[src/rtl/pipe_hazard_ctrl.sv]
// Pipeline hazard controller: load-use bubbles, MDU waits, LSU back-pressure and
// EX redirects, driving PC/IF-ID holds and ID/EX stall/nop/flush plus a bubble counter.
module pipe_hazard_ctrl #(
  parameter int unsigned REDIR_BUBBLES = 2,
  parameter int unsigned MDU_TIMEOUT   = 64,
  parameter int unsigned REG_AW        = 5
) (
  input  logic              clock,
  input  logic              reset,
  input  logic              id_valid,
  input  logic [REG_AW-1:0] id_rs1_addr,
  input  logic              id_rs1_use,
  input  logic [REG_AW-1:0] id_rs2_addr,
  input  logic              id_rs2_use,
  input  logic              ex_w_ena,
  input  logic [REG_AW-1:0] ex_w_addr,
  input  logic              ex_is_load,
  input  logic              ex_redirect,
  input  logic              mdu_start,
  input  logic              mdu_done,
  input  logic              lsu_busy,
  output logic              pc_hold,
  output logic              if_id_hold,
  output logic              if_id_flush,
  output logic              id_ex_stall,
  output logic              id_ex_nop,
  output logic              id_ex_flush,
  output logic              mdu_err,
  output logic [31:0]       bubble_cnt
);

  localparam int unsigned RCW = 3;
  localparam int unsigned MCW = (MDU_TIMEOUT > 1) ? $clog2(MDU_TIMEOUT) : 1;
  localparam bit MULTI_BUBBLE = (REDIR_BUBBLES > 1);

  typedef enum logic [1:0] {RUN, LSU_WAIT, MDU_WAIT, REDIR} state_t;

  state_t         state, state_nxt;
  logic           ret_redir;
  logic [RCW-1:0] redir_cnt;
  logic [MCW-1:0] mdu_cnt;
  logic           lu_haz;
  logic           mdu_expired;
  logic           redir_last;
  logic           bubble_inc;

  assign lu_haz = id_valid & ex_is_load & ex_w_ena & (ex_w_addr != '0) &
                  ((id_rs1_use & (id_rs1_addr == ex_w_addr)) |
                   (id_rs2_use & (id_rs2_addr == ex_w_addr)));
  assign mdu_expired = (mdu_cnt == MCW'(MDU_TIMEOUT - 1));
  assign redir_last  = (redir_cnt <= RCW'(1));

  // State register
  always_ff @(posedge clock) begin
    if (reset) state <= RUN;
    else       state <= state_nxt;
  end

  // Next-state logic
  always_comb begin
    state_nxt = state;
    case (state)
      RUN: begin
        if (lsu_busy)         state_nxt = LSU_WAIT;
        else if (ex_redirect) state_nxt = MULTI_BUBBLE ? REDIR : RUN;
        else if (mdu_start)   state_nxt = MDU_WAIT;
      end
      LSU_WAIT: if (!lsu_busy) state_nxt = ret_redir ? REDIR : RUN;
      MDU_WAIT: if (mdu_done || mdu_expired) state_nxt = RUN;
      REDIR: begin
        if (lsu_busy)        state_nxt = LSU_WAIT;
        else if (redir_last) state_nxt = RUN;
      end
      default: state_nxt = RUN;
    endcase
  end

  // Control outputs; combinational so the pipeline reacts in the hazard cycle itself
  always_comb begin
    pc_hold     = 1'b0;
    if_id_hold  = 1'b0;
    if_id_flush = 1'b0;
    id_ex_stall = 1'b0;
    id_ex_nop   = 1'b0;
    id_ex_flush = 1'b0;
    bubble_inc  = 1'b0;
    if (!reset) begin
      case (state)
        RUN: begin
          if (lsu_busy || (!ex_redirect && mdu_start)) begin
            pc_hold     = 1'b1;
            if_id_hold  = 1'b1;
            id_ex_stall = 1'b1;
          end else if (ex_redirect) begin
            if_id_flush = 1'b1;
            id_ex_flush = 1'b1;
            id_ex_nop   = 1'b1;
            bubble_inc  = 1'b1;
          end else if (lu_haz) begin
            pc_hold    = 1'b1;
            if_id_hold = 1'b1;
            id_ex_nop  = 1'b1;
            bubble_inc = 1'b1;
          end
        end
        LSU_WAIT, MDU_WAIT: begin
          if ((state == LSU_WAIT) ? lsu_busy : !mdu_done) begin
            pc_hold     = 1'b1;
            if_id_hold  = 1'b1;
            id_ex_stall = 1'b1;
          end
        end
        REDIR: begin
          if (lsu_busy) begin
            id_ex_stall = 1'b1;
          end else begin
            id_ex_nop  = 1'b1;
            bubble_inc = 1'b1;
          end
        end
        default: ;
      endcase
    end
  end

  // Counters, return-state flag and sticky error
  always_ff @(posedge clock) begin
    if (reset) begin
      redir_cnt  <= '0;
      mdu_cnt    <= '0;
      ret_redir  <= 1'b0;
      mdu_err    <= 1'b0;
      bubble_cnt <= '0;
    end else begin
      bubble_cnt <= bubble_cnt + 32'(bubble_inc);
      case (state)
        RUN: begin
          ret_redir <= 1'b0;
          if (!lsu_busy && ex_redirect) redir_cnt <= RCW'(REDIR_BUBBLES - 1);
          if (!lsu_busy && !ex_redirect && mdu_start) mdu_cnt <= '0;
        end
        MDU_WAIT: begin
          mdu_cnt <= mdu_cnt + MCW'(1);
          if (!mdu_done && mdu_expired) mdu_err <= 1'b1;
        end
        REDIR: begin
          if (lsu_busy) ret_redir <= 1'b1;
          else if (redir_cnt != '0) redir_cnt <= redir_cnt - RCW'(1);
        end
        default: ;
      endcase
    end
  end

endmodule
[config.mk]
export PLATFORM = sky130hd
export DESIGN_NAME = pipe_hazard_ctrl
export DESIGN_NICKNAME = d
export VERILOG_FILES = /design/src/rtl/pipe_hazard_ctrl.sv
export SDC_FILE = /design/constraint.sdc
export NUM_CORES = 1
export LEC_CHECK = 0
export CAP_MARGIN = 5
export CORE_AREA = 3 3 98 100
export DETAILED_ROUTE_END_ITERATION = 16
export DIE_AREA = 0 0 101 103
export HOLD_SLACK_MARGIN = 0.02
export SETUP_SLACK_MARGIN = 0.02
export SYNTH_ARGS = -nofsm -noshare
export SYNTH_HDL_FRONTEND = slang
export SYNTH_SLANG_ARGS = --single-unit
[constraint.sdc]
create_clock -name clock -period 4.7 [get_ports clock]
set_clock_uncertainty 0.2 [all_clocks]
set_input_delay 1.175 -clock clock [delete_from_list [all_inputs] [get_ports clock]]
set_output_delay 1.175 -clock clock [all_outputs]
set_load 0.02 [all_outputs]
* Yosys cells after proc, flatten, opt, wreduce, memory -nomap -nowiden
Index checks and enable logic that the tools add are counted.
Word-level totals: bits in registers 45, latch bits 0, bits in writable memories 0, ROM bits 0, input port bits 26, word-level logic and storage cells 90, memories kept 0
Cells by class: add/sub/neg operators 3, multiply operators 0, div/mod/pow operators 0, magnitude comparators 1, equal/unequal tests 15, shifts and indexed selects 0, multiplexer cells 37, bitwise logic cells 7, reduce and logical (&&, ||, !) cells 21
Operator list (count):
- 32-bit by 1-bit adder with 32-bit output | 1
- 1-bit 2-to-1 mux | 18
- 2-bit 2-to-1 mux | 8
- 2-bit inequality test (second input constant) | 7
- 6-bit case mux with 2 select lines | 1
- 5-bit equality test | 2
- 3-bit 2-to-1 mux | 3
- 2-bit case mux with 4 select lines | 1
- 4-bit AND reduction | 2
- 6-bit by 1-bit adder with 6-bit output (second input constant) | 1
- 1-bit bitwise AND | 6
- 6-bit equality test (second input constant) | 1
- 6-bit 2-to-1 mux | 1
- 1-bit case mux with 2 select lines | 3
- 3-bit case mux with 2 select lines | 1
- 2-bit AND reduction | 3
- 1-bit logical AND | 5
- 5-bit nonzero test | 1
- 2-bit equality test (second input constant) | 2
- 4-bit inequality test (second input constant) | 1
- 2-bit nonzero test | 2
- 3-bit by 1-bit less-or-equal comparator with 1-bit output (second input constant) | 1
- 1-bit logical NOT | 3
- 3-bit inequality test (second input constant) | 1
- other kinds (8) | 9

* Longest topological paths before layout
depth in word-level cells 10, gate-level depth with buffers 15, depth with buffers taken out 12

* Worst setup path after synthesis
Ideal clock, no wire load.
path kind input to register, start point input lsu_busy, end point register bubble_cnt[30], data arrival time 4228 ps, required time 4430 ps, slack 201 ps, stages on the path 12, path through clkbuf_1 -> nand2b_1 -> nor4_1 -> nand2_1 -> o21ai_0 -> ha_1 -> ha_1 -> nand4_1 -> or4_1 -> clkbuf_2 -> or4_1 -> a21oi_1
On the way: cells in the longest elaborated chain, start to end 5, elaborated cells on any way between the ends 6
RTL lines:
- from (decl) | RTL line 21 | input logic lsu_busy,
- 1-bit logical OR | RTL line 90 | if (lsu_busy || (!ex_redirect && mdu_start)) begin
- 1-bit 2-to-1 mux
- 1-bit case mux with 2 select lines (*)
- 1-bit 2-to-1 mux (*)
- via id_ex_nop | RTL line 26 | output logic id_ex_nop,
- 32-bit by 1-bit adder with 32-bit output (*) | RTL line 135 | bubble_cnt <= bubble_cnt + 32'(bubble_inc);
- to (signal assigned) | RTL line 135
- to (decl) | RTL line 29 | output logic [31:0] bubble_cnt
Mark *: on every way through the listed nets, which the timed path passes. The rest lies on a longest branch. A chain may end at the register's enable or synchronous reset.

* Worst setup path after layout
start point input ex_w_addr[3], end point output id_ex_nop
On the way: cells in the longest elaborated chain, start to end 9, elaborated cells on any way between the ends 13
RTL lines:
- from (decl) | RTL line 16 | input logic [REG_AW-1:0] ex_w_addr,
- 5-bit equality test, on equally long branches | RTL line 48, 49
- 1-bit bitwise AND, on equally long branches | RTL line 48, 49
- 1-bit OR | RTL line 48 | ((id_rs1_use & (id_rs1_addr == ex_w_addr)) |
- 1-bit bitwise AND (*) | RTL line 47 | assign lu_haz = id_valid & ex_is_load & ex_w_ena & (ex_w_addr != '0) &
- 1-bit 2-to-1 mux (*) | RTL line 99 | end else if (lu_haz) begin
- 1-bit 2-to-1 mux (*) | RTL line 94 | end else if (ex_redirect) begin
- 1-bit 2-to-1 mux (*) | RTL line 90
- 1-bit case mux with 2 select lines (*) | RTL line 88 | case (state)
- 1-bit 2-to-1 mux (*) | RTL line 87 | if (!reset) begin
- to (decl) | RTL line 26
Every way passes the cells marked *; elsewhere a longest branch is shown, timed or not.

==> impl_metrics.ini <==
[run_status]
status = complete, no violations

[cts]
htree_levels = 2
numCtsBuffers = 5
clk_pin_slew_ps = 90
cts_tree = done
clk_path_buf_depth = 2
clk_latency_ps = 300
cts_setup_buffers = 0
cts_sinks = 45
cts_root_buf = clkbuf_8

[timing]
final-hold-violation-count = 0
setup_slack_ps = 152
slew_viol_final = 0
fmax_mhz = 220
slew-limit-headroom_pct = 58.1
tns_ps = 0
fin_crit_ps = 4550
max_slew.worst_pin.slew_ps = 621
rsz0062_at_grt = false
setup_viol = 0
post-route-period-util_pct = 96.8

[route]
wl_per_cell_um = 13.0
wl_met1_um = 2850
via_count = 2477
wl_um = 6330
firstDrtPassIters = 4
postRouteAntennaNets = 0
wl_met3_um = 382
wl_met2_um = 3030
top_layer = met4
drtIter0Drc = 78
via_per_inst = 5.09
drc = 0

[die]
std_cell_rows = 34
dieArea_um2 = 10400
ios = 65
die_y_um = 103
start_util_pct = 29.1
coreArea_um2 = 8760
chipWidth_um = 101

[synth]
synth-edff-count = 0
synth.distinct_cells = 50
avgSynthCellArea_um2 = 8.20
syn_nets = 347
seq_area_frac_synth_pct = 35.3
yosys_most_used_dff = dfxtp_1
ys_ff_latch = 45
synth_warnings = 0
synth_async_sr_flop_share_pct = 0
synth_cells = 311
syn_area_um2 = 2550

[layout]
drive_gt1_share_pct = 8.71
diodes = 0
ff_latch_area_um2 = 901
fin_nets = 414
nFillCells = 907
multi_input_area_um2 = 1540
area_growth_pct = 37.0

[power]
p_sw_uw = 333
pwr-share-clk_pct = 32.3
seqPwrFrac_pct = 38.5
swShare_pct = 30.5
p_int_uw = 759
peakVddDrop_uv = 202
p_leak_uw = 0.00121
power_density_nw_per_um2 = 313
pwr-share-comb_pct = 29.2

[grt]
grt_use_total_pct = 12.1
grt_pass1_wl_um = 10400
grt_pass1_vias = 2322
grt-ovfl-total = 0
grt_start_max_net_pins = 36
antenna_found_initial = 0

[setup_path]
crit_arrival_ps = 3170
start_kind = primary input
crit_slowest_cell = clkdlybuf4s50_1
crit_chain = clkdlybuf4s50_1 > xor2_1 > nor4_2 > a32oi_1 > o21ai_2 > buf_4 > clkdlybuf4s50_1
crit_type = in2out
reg2reg_slack_ps = 1010
crit_path_end_kind = output pin
required_ps = 3320
cp_max_fo = 3
cp_common_cell = clkdlybuf4s50_1
slowest_delay_ps = 590

[min_path]
hold_class = reg2reg

[place]
pre_cts_ws_ps = -92.7
portBuffers = 64
gp_congestion = 0.866
hpwlAfterDp_um = 4800

[run]
cap_viol_max_count = 0
[state kept, by name, summed over array words and instances (netlist names)]
register,count
bubble_cnt,32
redir_cnt,3
mdu_err,1
mdu_cnt,6
ret_redir,1
state,2
[power by group through the flow]
stage | clock network [µW] | logic [µW] | registers, µW
after floorplan | 0 | 219 | 425
final | 353 | 319 | 420
after global placement | 0 | 313 | 427
after global routing | 380 | 358 | 423
after detailed placement | 0 | 320 | 428
after CTS | 364 | 323 | 419
[synthesized netlist by cell type, drive strengths merged (9+ instances only)]
cell,n,area share [%]
a21oi,24,4.7
nand2,20,2.9
xnor2,11,3.8
dfxtp,45,35
nand3,10,2.2
o21ai,17,3.3
clkbuf,10,1.5
xor2,13,4.5
inv,14,2.1
nand4,9,2.2
nor2,29,4.3
ha,10,4.9
[final cells by class]
| cell class | count | share of cell area (%) |
|---|---|---|
| clock buffer | 5 | 1.97 |
| clock inverter | 3 | 1.97 |
| inverter | 14 | 1.50 |
| multi-input combinational | 237 | 44.0 |
| sequential | 45 | 25.8 |
| tap | 108 | 3.87 |
| timing repair buffer | 75 | 20.9 |
[cell usage in the layout, fill, tap and decap left out, types with 2 or more instances in the layout]
| cell type | n |
|---|---|
| clkdlybuf4s50_1 | 62 |
| dfxtp_1 | 45 |
| nor2_1 | 29 |
| a21oi_1 | 24 |
| nand2_1 | 20 |
| o21ai_0 | 16 |
| inv_1 | 14 |
| xor2_1 | 13 |
| xnor2_1 | 11 |
| buf_4 | 11 |
| ha_1 | 10 |
| nand3_1 | 9 |
| nand4_1 | 9 |
| nor3_1 | 8 |
| or4_1 | 8 |
| or3_1 | 8 |
| nor2b_1 | 7 |
| o31ai_1 | 6 |
| or2_2 | 5 |
| o41ai_1 | 5 |
| clkbuf_8 | 5 |
| nor4_1 | 4 |
| nand2b_1 | 4 |
| o311ai_0 | 4 |
| a21o_1 | 3 |
| and3_1 | 3 |
| a32oi_1 | 2 |
| o211ai_1 | 2 |
| mux2i_1 | 2 |
| and4_1 | 2 |
| and2_1 | 2 |
| mux2_2 | 2 |
| o2111ai_1 | 2 |
| bufinv_16 | 2 |
| dlymetal6s2s_1 | 2 |
[layer usage]
metal  track usage [%]  vias to the layer above
met5                 0                        -
met2              20.9                       60
met1              14.9                     1150
met4              3.27                        0
li1                  -                     1262
met3              3.04                        5
[worst paths after layout]
check	startpoint	to	cells past startpoint
worst max-delay path	ex_w_addr[3]	id_ex_nop	7
worst min-delay path	mdu_cnt[1]$_SDFFE_PP0P_	mdu_cnt[1]$_SDFFE_PP0P_	2
worst max register to register	state[0]$_SDFFE_PP0P_	bubble_cnt[22]$_SDFF_PP0_	12
worst min register to register	mdu_cnt[1]$_SDFFE_PP0P_	mdu_cnt[1]$_SDFFE_PP0P_	2
[stage by stage]
stage               area, µm²  utilization, %  instances  total power, µW  hold WS, ps
finish                   3490            39.8        487             1090          284
global route             3490            39.8        487             1160          315
CTS                      3480            39.7        487             1110          292
detailed placement       3340            38.1        479              748          273
global placement         3340            38.1        479              740          260
floorplan                2550               -        311              644          244
[logic make-up (layout without fill, tap and decap cells)]
group	count (synthesis)	in the layout	synth area share (%)
simple gates	125	125	26.4
compound gates	74	74	18.8
flops	45	45	35.3
buf+inv	29	97	4.71
xor+xnor	24	24	8.25
fa+ha+maj	10	10	4.91
mux	4	4	1.67
[timing repair]
item / 4_1_cts / 5_1_grt
gates resized for setup: 1 / 4
pin swaps: 0 / 1
endpoints found under the setup margin: 1 / 3
hold buffers: 0 / 0
[critical path: cells and delay by family]
family	cells	cell delay, ps
buffers and inverters	3	1190
XOR/XNOR	1	190
AO/OA/AOI/OAI	2	340
AND/OR/NAND/NOR	1	270
(Power assumes the default switching activity.)
